$ cat src/rtl/uart_pkg.sv
// Shared definitions for the FIFO-fed UART transmitter.
// Define UART_TX_PARITY_EN to add an even-parity bit to every frame.
package uart_pkg;

  localparam int DATA_W = 8;

  typedef enum logic [2:0] {
    ST_IDLE   = 3'd0,
    ST_START  = 3'd1,
    ST_DATA   = 3'd2,
`ifdef UART_TX_PARITY_EN
    ST_PARITY = 3'd3,
`endif
    ST_STOP   = 3'd4
  } tx_state_t;

  // Clocks per line bit; integer quotient, remainder discarded.
  function automatic int calc_div(input int freq, input int baud);
    return freq / baud;
  endfunction

endpackage

$ cat src/rtl/uart_tx_fifo.sv
// Synchronous byte FIFO feeding the UART transmitter; pushes on a full
// FIFO are dropped even when a pop happens on the same edge.
module uart_tx_fifo
  import uart_pkg::*;
#(
  parameter int DEPTH = 16,
  parameter int CW    = $clog2(DEPTH) + 1
) (
  input  logic              clock,
  input  logic              reset,
  input  logic              push,
  input  logic [DATA_W-1:0] push_data,
  input  logic              pop,
  output logic [DATA_W-1:0] pop_data,
  output logic              full,
  output logic              empty,
  output logic [CW-1:0]     count
);

  localparam int AW = $clog2(DEPTH);

  logic [DATA_W-1:0] mem [DEPTH];
  logic [AW-1:0]     wr_ptr;
  logic [AW-1:0]     rd_ptr;
  logic              do_push;
  logic              do_pop;

  assign full     = (count == CW'(DEPTH));
  assign empty    = (count == '0);
  assign do_push  = push && !full;
  assign do_pop   = pop && !empty;
  assign pop_data = mem[rd_ptr];

  // Pointers wrap naturally because DEPTH is a power of two.
  always_ff @(posedge clock or posedge reset) begin
    if (reset) begin
      wr_ptr <= '0;
      rd_ptr <= '0;
      count  <= '0;
    end else begin
      if (do_push) wr_ptr <= wr_ptr + AW'(1);
      if (do_pop)  rd_ptr <= rd_ptr + AW'(1);
      case ({do_push, do_pop})
        2'b10:   count <= count + CW'(1);
        2'b01:   count <= count - CW'(1);
        default: count <= count;
      endcase
    end
  end

  always_ff @(posedge clock) begin
    if (do_push) mem[wr_ptr] <= push_data;
  end

endmodule

$ cat src/rtl/uart_fifo_tx.sv
// UART transmitter fed by a byte FIFO: 8N1 frames, or 8E1 when
// UART_TX_PARITY_EN is defined. fsm_state exposes the FSM for debug.
module uart_fifo_tx
  import uart_pkg::*;
#(
  parameter int SYSTM_OPERN_FREQ = 11059200,
  parameter int REQD_BAUD_RATE   = 9600,
  parameter int FIFO_DEPTH       = 16
) (
  input  logic                         clock,
  input  logic                         reset,
  input  logic [DATA_W-1:0]            tx_data_byte,
  input  logic                         tx_data_valid,
  output logic                         tx_data_ready,
  output logic                         tx_ser_data_out,
  output logic                         tx_busy,
  output logic [$clog2(FIFO_DEPTH):0]  fifo_count,
  output logic [2:0]                   fsm_state
);

  localparam int DIV   = calc_div(SYSTM_OPERN_FREQ, REQD_BAUD_RATE);
  localparam int CNT_W = (DIV > 1) ? $clog2(DIV) : 1;
  localparam logic [CNT_W-1:0] LAST = CNT_W'(DIV - 1);

  tx_state_t         state, next_state;
  logic [CNT_W-1:0]  baud_cnt, next_cnt;
  logic [2:0]        bit_idx, next_bit;
  logic [DATA_W-1:0] shift_reg, next_shift;
  logic [DATA_W-1:0] head;
  logic              line_next;
  logic              pop;
  logic              fifo_full;
  logic              fifo_empty;
  logic              bit_done;

  uart_tx_fifo #(.DEPTH(FIFO_DEPTH)) u_fifo (
    .clock     (clock),
    .reset     (reset),
    .push      (tx_data_valid),
    .push_data (tx_data_byte),
    .pop       (pop),
    .pop_data  (head),
    .full      (fifo_full),
    .empty     (fifo_empty),
    .count     (fifo_count)
  );

  assign tx_data_ready = !fifo_full;
  assign tx_busy       = (state != ST_IDLE) || !fifo_empty;
  assign fsm_state     = state;
  assign bit_done      = (baud_cnt == LAST);

  // The line register follows the state one clock later, which gives the
  // two-clock push-to-start-bit latency and keeps every level DIV clocks.
  always_ff @(posedge clock or posedge reset) begin
    if (reset) begin
      state           <= ST_IDLE;
      baud_cnt        <= '0;
      bit_idx         <= '0;
      shift_reg       <= '0;
      tx_ser_data_out <= 1'b1;
    end else begin
      state           <= next_state;
      baud_cnt        <= next_cnt;
      bit_idx         <= next_bit;
      shift_reg       <= next_shift;
      tx_ser_data_out <= line_next;
    end
  end

  always_comb begin
    next_state = state;
    next_cnt   = bit_done ? '0 : baud_cnt + CNT_W'(1);
    next_bit   = bit_idx;
    next_shift = shift_reg;
    pop        = 1'b0;
    line_next  = 1'b1;
    case (state)
      ST_IDLE: begin
        next_cnt = '0;
        if (!fifo_empty) begin
          pop        = 1'b1;
          next_shift = head;
          next_state = ST_START;
        end
      end
      ST_START: begin
        line_next = 1'b0;
        if (bit_done) begin
          next_state = ST_DATA;
          next_bit   = '0;
        end
      end
      ST_DATA: begin
        line_next = shift_reg[bit_idx];
        if (bit_done) begin
          if (bit_idx == 3'(DATA_W - 1)) begin
            next_bit = '0;
`ifdef UART_TX_PARITY_EN
            next_state = ST_PARITY;
`else
            next_state = ST_STOP;
`endif
          end else begin
            next_bit = bit_idx + 3'd1;
          end
        end
      end
`ifdef UART_TX_PARITY_EN
      ST_PARITY: begin
        line_next = ^shift_reg;
        if (bit_done) next_state = ST_STOP;
      end
`endif
      ST_STOP: begin
        line_next = 1'b1;
        if (bit_done) next_state = ST_IDLE;
      end
      default: begin
        next_state = ST_IDLE;
        next_cnt   = '0;
      end
    endcase
  end

endmodule

$ cat config.mk
export PLATFORM = sky130hd
export DESIGN_NAME = uart_fifo_tx
export DESIGN_NICKNAME = d
export VERILOG_FILES = /design/src/rtl/uart_pkg.sv /design/src/rtl/uart_tx_fifo.sv /design/src/rtl/uart_fifo_tx.sv
export SDC_FILE = /design/constraint.sdc
export NUM_CORES = 1
export LEC_CHECK = 0
export ABC_CLOCK_PERIOD_IN_PS = 6700
export CAP_MARGIN = 10
export CELL_PAD_IN_SITES_DETAIL_PLACEMENT = 0
export CELL_PAD_IN_SITES_GLOBAL_PLACEMENT = 2
export CORE_MARGIN = 5
export CORE_UTILIZATION = 50
export DETAILED_ROUTE_END_ITERATION = 7
export PLACE_DENSITY = 0.94
export RECOVER_POWER = 100
export REMOVE_ABC_BUFFERS = 1
export SLEW_MARGIN = 10
export SYNTH_ARGS = -nofsm -noshare
export SYNTH_HDL_FRONTEND = slang
export SYNTH_SLANG_ARGS = --single-unit
$ cat constraint.sdc
create_clock -name clock -period 6.7 [get_ports clock]
set_input_delay 1.675 -clock clock [delete_from_list [all_inputs] [get_ports clock]]
set_output_delay 1.675 -clock clock [all_outputs]
set_load 0.005 [all_outputs]
Word level (Yosys, flattened, before mapping). Memory sizes are Yosys's and may differ from the RTL's. A register that Yosys moved wholly into a read port is not among the register bits. Index checks and enable logic that the tools add are counted.

Add/subtract/negate cells: 6. Magnitude comparators: 1. Equality and inequality tests: 13. Muxes and demuxes: 19. Bitwise operators: 1. Reductions and logical operators: 14.

Operators by type and width (count): 11-bit two-way mux (2); 3-bit two-way mux (7); 3-bit one-hot mux with 4 select lines (1); 11-bit by 1-bit adder with 11-bit output, second input constant (1); 11-bit == test, second input constant (1); 2-bit inequality test, second input constant (5); 5-bit one-hot mux with 2 select lines (1); 4-bit by 1-bit adder with 4-bit output, second input constant (2); 3-bit == test, second input constant (2); 3-bit one-hot mux with 2 select lines (1); 5-bit by 1-bit adder with 5-bit output, second input constant (1); 5-bit == test, second input constant (1); 5-bit logical NOT (1); 1-bit two-way mux (5); 5-bit AND reduction (1); 5-bit by 1-bit subtractor with 5-bit output, second input constant (1); 3-bit by 4-bit less-than comparator with 1-bit output, second input constant (1); 2-bit nonzero test (2); 3-bit by 1-bit adder with 3-bit output, second input constant (1); 1-bit binary-select mux with 3-bit select (1); 3-bit by 1-bit == test with 1-bit output, second input constant (1); 3-bit by 2-bit == test with 1-bit output, second input constant (1); 3-bit logical NOT (1); 3-bit AND reduction (1); other kinds (10) (12).

Register bits: 31. Memory bits (writable): 128. Input bits: 11. Memories kept: 1.

Memory list: u_fifo.mem (words 16, width 8, rd ports 1, clocked after Yosys merged registers in 1, write ports 1, line uart_tx_fifo.sv:22) `logic [DATA_W-1:0] mem [DEPTH];`.

Logic depth before layout (Yosys ltp).
Depth after elaboration: 6. Gate-level depth with buffers: 12. Depth with buffers taken out: 10.

By module. From an unflattened synthesis, not the netlist that was laid out.

Cell total of the unflattened synthesis: 441. Area total of the unflattened synthesis: 7141.8 um2.

By module, submodules not included: uart_tx_fifo (times used 1, cells each 333, area an instance 5831.8 um2); uart_fifo_tx (times used 1, cells each 108, area an instance 1310.0 um2).

Worst setup path before layout. Ideal clock, no wire load.

Path kind: in2reg. Start: in tx_data_valid. End: reg u_fifo.count[4]. Setup time: 0.079 ns. Arrival: 3.579 ns. Data required time: 6.621 ns. Setup slack: 3.042 ns. Stages: 10. Buffers on the path: 1. Path through: a21boi_1 inv_1 ha_1 clkbuf_1 xor2_1 ha_1 o21a_1 o21a_1 o32ai_1 xor2_1.

Word-level cells in the longest chain between the ends: 3.

RTL lines: from (decl) (line uart_fifo_tx.sv:13) `input logic tx_data_valid,`; 1-bit logical AND (*) (line uart_tx_fifo.sv:30) `assign do_push = push && !full;`; 2-bit by 1-bit == test with 1-bit output or 2-bit == test (tied branches) (line uart_tx_fifo.sv:43) `case ({do_push, do_pop})`; 5-bit one-hot mux with 2 select lines or 2-bit nonzero test (tied branches); to (signal assigned) (line uart_tx_fifo.sv:44) `2'b10: count <= count + CW'(1);`; to (signal assigned) (line uart_tx_fifo.sv:45) `2'b01: count <= count - CW'(1);`; to (signal assigned) (line uart_tx_fifo.sv:46) `default: count <= count;`; to (decl) (line uart_tx_fifo.sv:17) `output logic [CW-1:0] count`.

Every way passes the cells marked *; elsewhere a longest branch is shown, timed or not. A chain may end at the register's enable or synchronous reset.

Worst setup path in the final report.
Start: reg u_fifo.count[2]. End: reg u_fifo.count[4].

Word-level cells in the longest chain between the ends: 6.

RTL lines: 5-bit logical NOT (*) (line uart_tx_fifo.sv:29) `assign empty = (count == '0);`; 1-bit two-way mux (*) (line uart_fifo_tx.sv:81) `if (!fifo_empty) begin`; 1-bit two-way mux (*) (line uart_fifo_tx.sv:78) `case (state)`; net pop (line uart_fifo_tx.sv:31) `logic pop;`; 1-bit logical AND (*) (line uart_tx_fifo.sv:31) `assign do_pop = pop && !empty;`; 2-bit by 1-bit == test with 1-bit output or 2-bit == test (tied branches) (line uart_tx_fifo.sv:43); 5-bit one-hot mux with 2 select lines or 2-bit nonzero test (tied branches).

The timed path passes the listed nets; every way through them passes the cells marked *.

==> impl_metrics.prom <==
# TYPE chip_impl_metric gauge
chip_impl_metric{name="report.final.slew_viol_count",unit=""} 20
chip_impl_metric{name="routed-via-count",unit=""} 3619
chip_impl_metric{name="worst-slew-pin-transition",unit="ns"} 2.19
chip_impl_metric{name="share_of_synthesized_area_spent_on_multiplexers",unit="%"} 12.9
chip_impl_info{name="critical_path_start",value="u_fifo.count[2]"} 1
chip_impl_metric{name="post_synthesis_share_of_cell_area_spent_on_xor_and_xnor_gates",unit="%"} 2.72
chip_impl_metric{name="cts_max_level",unit=""} 4
chip_impl_metric{name="coreArea",unit="µm²"} 13900
chip_impl_metric{name="grt_util_met2",unit="%"} 27.0
chip_impl_metric{name="overflow",unit=""} 0
chip_impl_metric{name="reg2reg_depth",unit=""} 10
chip_impl_metric{name="hold_violations",unit=""} 0
chip_impl_info{name="timing.hold.worst.class",value="reg2reg"} 1
chip_impl_info{name="startpoint_type",value="register"} 1
chip_impl_info{name="r2r_end",value="u_fifo.count[4]"} 1
chip_impl_metric{name="layout_worst_path_cycle_share",unit="%"} 74.5
chip_impl_metric{name="finalClockSkew",unit="ns"} 0.00783
chip_impl_metric{name="yosysUniqueCellTypes",unit=""} 50
chip_impl_metric{name="synthAdderAreaFrac",unit="%"} 2.12
chip_impl_metric{name="timing.hold.ws",unit="ns"} 0.481
chip_impl_metric{name="clock_power_share",unit="%"} 35.9
chip_impl_metric{name="critical_path_buf_inv_count",unit=""} 1
chip_impl_info{name="cts.root.buffer_cell",value="clkbuf_16"} 1
chip_impl_metric{name="final_design_utilization",unit="%"} 57.4
chip_impl_info{name="yosysTopAreaCell",value="edfxtp_1"} 1
chip_impl_metric{name="synth_async_sr_flop_share",unit="%"} 23.4
chip_impl_metric{name="first_global_vias",unit=""} 3702
chip_impl_metric{name="instances_no_fill",unit=""} 633
chip_impl_metric{name="combPwrFrac",unit="%"} 16.0
chip_impl_metric{name="cp_data_arrival_time",unit="ns"} 5.34
chip_impl_metric{name="max-cap-violations",unit=""} 1
chip_impl_info{name="cpLargestDelayFamily",value="compound AO/OA/AOI/OAI gates"} 1
chip_impl_info{name="run_status",value="complete, but fails checks"} 1
chip_impl_info{name="worstSetupEndpointType",value="register"} 1
chip_impl_info{name="synth.top_cells.by_count",value="edfxtp_1, dfrtp_1, nor2_1"} 1
chip_impl_metric{name="psw",unit="mW"} 0.714
chip_impl_metric{name="max-clock-path-buffers",unit=""} 2
chip_impl_metric{name="cts_inserted_buffers",unit=""} 17
chip_impl_metric{name="postRouteAntennaNets",unit=""} 0
chip_impl_metric{name="p_seq_share",unit="%"} 48.1
chip_impl_info{name="post-synth-top-count-cell",value="edfxtp_1"} 1
chip_impl_metric{name="peakVddDrop",unit="mV"} 0.217
chip_impl_metric{name="fin_nets",unit=""} 465
chip_impl_metric{name="worst_skew_pair.late_latency",unit="ns"} 0.42
chip_impl_metric{name="static-leakage-power",unit="nW"} 2.82
chip_impl_metric{name="slew-limit-headroom",unit="%"} -47.4
chip_impl_metric{name="rrSetupSlack",unit="ns"} 1.71
chip_impl_info{name="timing.rr.start",value="u_fifo.count[2]"} 1
chip_impl_metric{name="synthesis.instances",unit=""} 422
chip_impl_metric{name="postSynthAreaPerCell",unit="µm²"} 16.8
chip_impl_metric{name="antenna_violations_before_repair",unit=""} 0
chip_impl_metric{name="global_route.usage.met1",unit="%"} 22.4
chip_impl_info{name="worstPathCellList",value="or4_1 > o21ai_0 > clkinv_1 > ha_1 > xor2_1 > ha_1 > o21a_1 > o21a_1 > o32ai_1 > xor2_1"} 1
chip_impl_metric{name="timing.setup.tns",unit="ns"} 0
chip_impl_metric{name="cpPeakStageDelay",unit="ns"} 1.66
chip_impl_metric{name="simple_gate_share_of_the_synthesized_area",unit="%"} 6.60
chip_impl_metric{name="drive_gt1_share",unit="%"} 13.0
chip_impl_metric{name="postcts_setup_bufs",unit=""} 0
chip_impl_info{name="cp_slowest_cell",value="o21ai_0"} 1
chip_impl_info{name="main_flop_type_after_synthesis",value="edfxtp_1"} 1
chip_impl_metric{name="timing.critical_path.required",unit="ns"} 7.05
chip_impl_metric{name="chipWidth",unit="µm"} 129
chip_impl_info{name="hold_path.startpoint",value="baud_cnt[0]"} 1
chip_impl_metric{name="drt_drc_violations_left",unit=""} 0
chip_impl_metric{name="floorplan.initialDensity",unit="%"} 51.0
chip_impl_metric{name="cts.reportedPaths.clkPinSlew",unit="ns"} 0.06
chip_impl_info{name="rsz0062_at_grt",value="false"} 1
chip_impl_metric{name="layout_stage_area_growth_over_the_synthesis_result",unit="%"} 12.5
chip_impl_info{name="synth_top_cells_by_area",value="edfxtp_1, dfrtp_1, mux4_2, mux4_1, ha_1"} 1
chip_impl_info{name="cts_tree",value="done"} 1
chip_impl_metric{name="post_cts_resize_count",unit=""} 0
chip_impl_info{name="crit_type",value="reg2reg"} 1
chip_impl_metric{name="detailedRoute.firstPassIterationCount",unit=""} 5
chip_impl_metric{name="ioPinCount",unit=""} 22
chip_impl_metric{name="num_rows",unit=""} 43
chip_impl_info{name="violated_checks",value="capacitance limit, slew limit"} 1
chip_impl_metric{name="viasPerCell",unit=""} 5.72
chip_impl_metric{name="placement.io_buffers",unit=""} 21
chip_impl_metric{name="compound_cell_area_share_of_the_yosys_netlist",unit="%"} 4.96
chip_impl_metric{name="die_h",unit="µm"} 129
chip_impl_info{name="synth_top_family_by_area",value="multiplexers"} 1
chip_impl_metric{name="placedCellCount",unit=""} 603
chip_impl_metric{name="setup_violations",unit=""} 0
chip_impl_metric{name="cts_hold_repair.buffers",unit=""} 0
chip_impl_info{name="top_usage_layer",value="met2"} 1
chip_impl_metric{name="hold_depth",unit=""} 1
chip_impl_metric{name="synth_seq_cells",unit=""} 167
chip_impl_metric{name="num_antenna_cells",unit=""} 0
chip_impl_metric{name="die-area",unit="µm²"} 16700
chip_impl_metric{name="initialDrtViolationCount",unit=""} 293
chip_impl_metric{name="wl_per_cell",unit="µm"} 20.2
chip_impl_metric{name="internal_power",unit="mW"} 2.09
chip_impl_metric{name="synth_edf_count",unit=""} 128
chip_impl_metric{name="postRouteWirelength",unit="µm"} 12800
chip_impl_metric{name="synth-seq-area-share",unit="%"} 68.0
chip_impl_metric{name="max_frequency",unit="MHz"} 200
chip_impl_metric{name="gr-usage-met3",unit="%"} 4.86
chip_impl_metric{name="maximum_number_of_pins_on_one_net_before_global_route_repair",unit=""} 36
chip_impl_metric{name="syn-cell-area",unit="µm²"} 7090
chip_impl_metric{name="power.total",unit="mW"} 2.81
chip_impl_metric{name="grt_first_pass_wirelength",unit="µm"} 20600
chip_impl_metric{name="switching_share",unit="%"} 25.4
chip_impl_metric{name="clkSinkCount",unit=""} 167
chip_impl_metric{name="groute.usage.overall",unit="%"} 16.9
chip_impl_metric{name="power.density_cell_area",unit="nW/µm²"} 352
chip_impl_metric{name="synth_top_area_share",unit="%"} 54.2
chip_impl_metric{name="crit_fanout",unit=""} 19
chip_impl_metric{name="gpl.final_weighted_congestion",unit=""} 0.812
chip_impl_metric{name="dp_hpwl",unit="µm"} 8030
chip_impl_metric{name="yosysWarningCount",unit=""} 0
chip_impl_metric{name="final.min_clock_period",unit="ns"} 4.99
chip_impl_info{name="hold_path_end",value="baud_cnt[0]"} 1
chip_impl_metric{name="largest_register_ff_count",unit=""} 128
-- how the worst max path moves through the flow --
stage                 endpoint  cells after the start
3_3_place_gp   u_fifo.count[4]                     10
6_report       u_fifo.count[4]                     10
5_1_grt        u_fifo.count[4]                     10
4_1_cts        u_fifo.count[4]                     10
2_1_floorplan  u_fifo.count[4]                      9
3_5_place_dp   u_fifo.count[4]                     10
-- worst reg2reg max path, cell delays in order (launching register included) --
cell and delay (ns):
dfrtp_1 0.49, or4_1 0.59, o21ai_0 1.66, clkinv_1 0.57
ha_1 0.50, xor2_1 0.20, ha_1 0.23, o21a_1 0.19
o21a_1 0.16, o32ai_1 0.16, xor2_1 0.17
-- power by group through the flow --
stage | clock [mW] | combinational [mW] | sequential (mW)
floorplan | 0 | 0.295 | 1.38
global placement | 0 | 0.453 | 1.37
detailed placement | 0 | 0.462 | 1.37
CTS | 1.02 | 0.465 | 1.35
global route | 1.07 | 0.496 | 1.37
finish | 1.01 | 0.448 | 1.35
-- metal layers --
metal	share of wire [%]	wire [µm]	vias up
li1	-	-	1676
met1	43	5500	1807
met2	50	6390	111
met3	4.9	633	25
met4	2.1	265	0
met5	0	0	-
-- layout by cell type (no fill, tap or decap), types with 2 or more instances in the layout --
master         count
ha_1              12
nand2_1           20
clkbuf_16         17
mux4_1             9
bufinv_16          4
a22o_1             8
mux2i_1           10
edfxtp_1         128
nor2b_1           12
nand2b_1           4
xnor2_1           14
nand4_1            3
clkinv_4           2
nand3_1            6
a31oi_1            2
nor3_1            11
inv_6              3
o21ai_0            8
a211o_1            8
dlygate4sd3_1     21
clkinv_1           2
nor4_1             2
buf_4              3
dfrtp_1           37
mux4_2            25
a21o_1             2
xor2_1             8
inv_1              8
o21a_1             2
nor2_1            29
a21oi_1           11
clkbuf_1           4
-- cell families after synthesis --
| family | Yosys count |
|---|---|
| simple gates | 94 |
| fa+ha+maj | 12 |
| buf+inv | 34 |
| mux | 45 |
| compound gates | 48 |
| xor+xnor | 22 |
| flops | 167 |
-- stage by stage --
step	area, µm²	setup WS, ns
after floorplan	6930	3.12
after global placement	7400	2.26
after global routing	7970	1.28
after CTS	8010	2.68
after detailed placement	7400	2.24
final	7970	1.71
-- cell type report --
type	count	area, µm²
clock inverter	11	173
tap	180	225
multi-input combinational	221	2040
timing repair buffer	26	240
fill	1029	5910
inverter	9	33.8
clock buffer	19	433
sequential	167	4820
No activity file was read; power rests on OpenSTA's default activity.
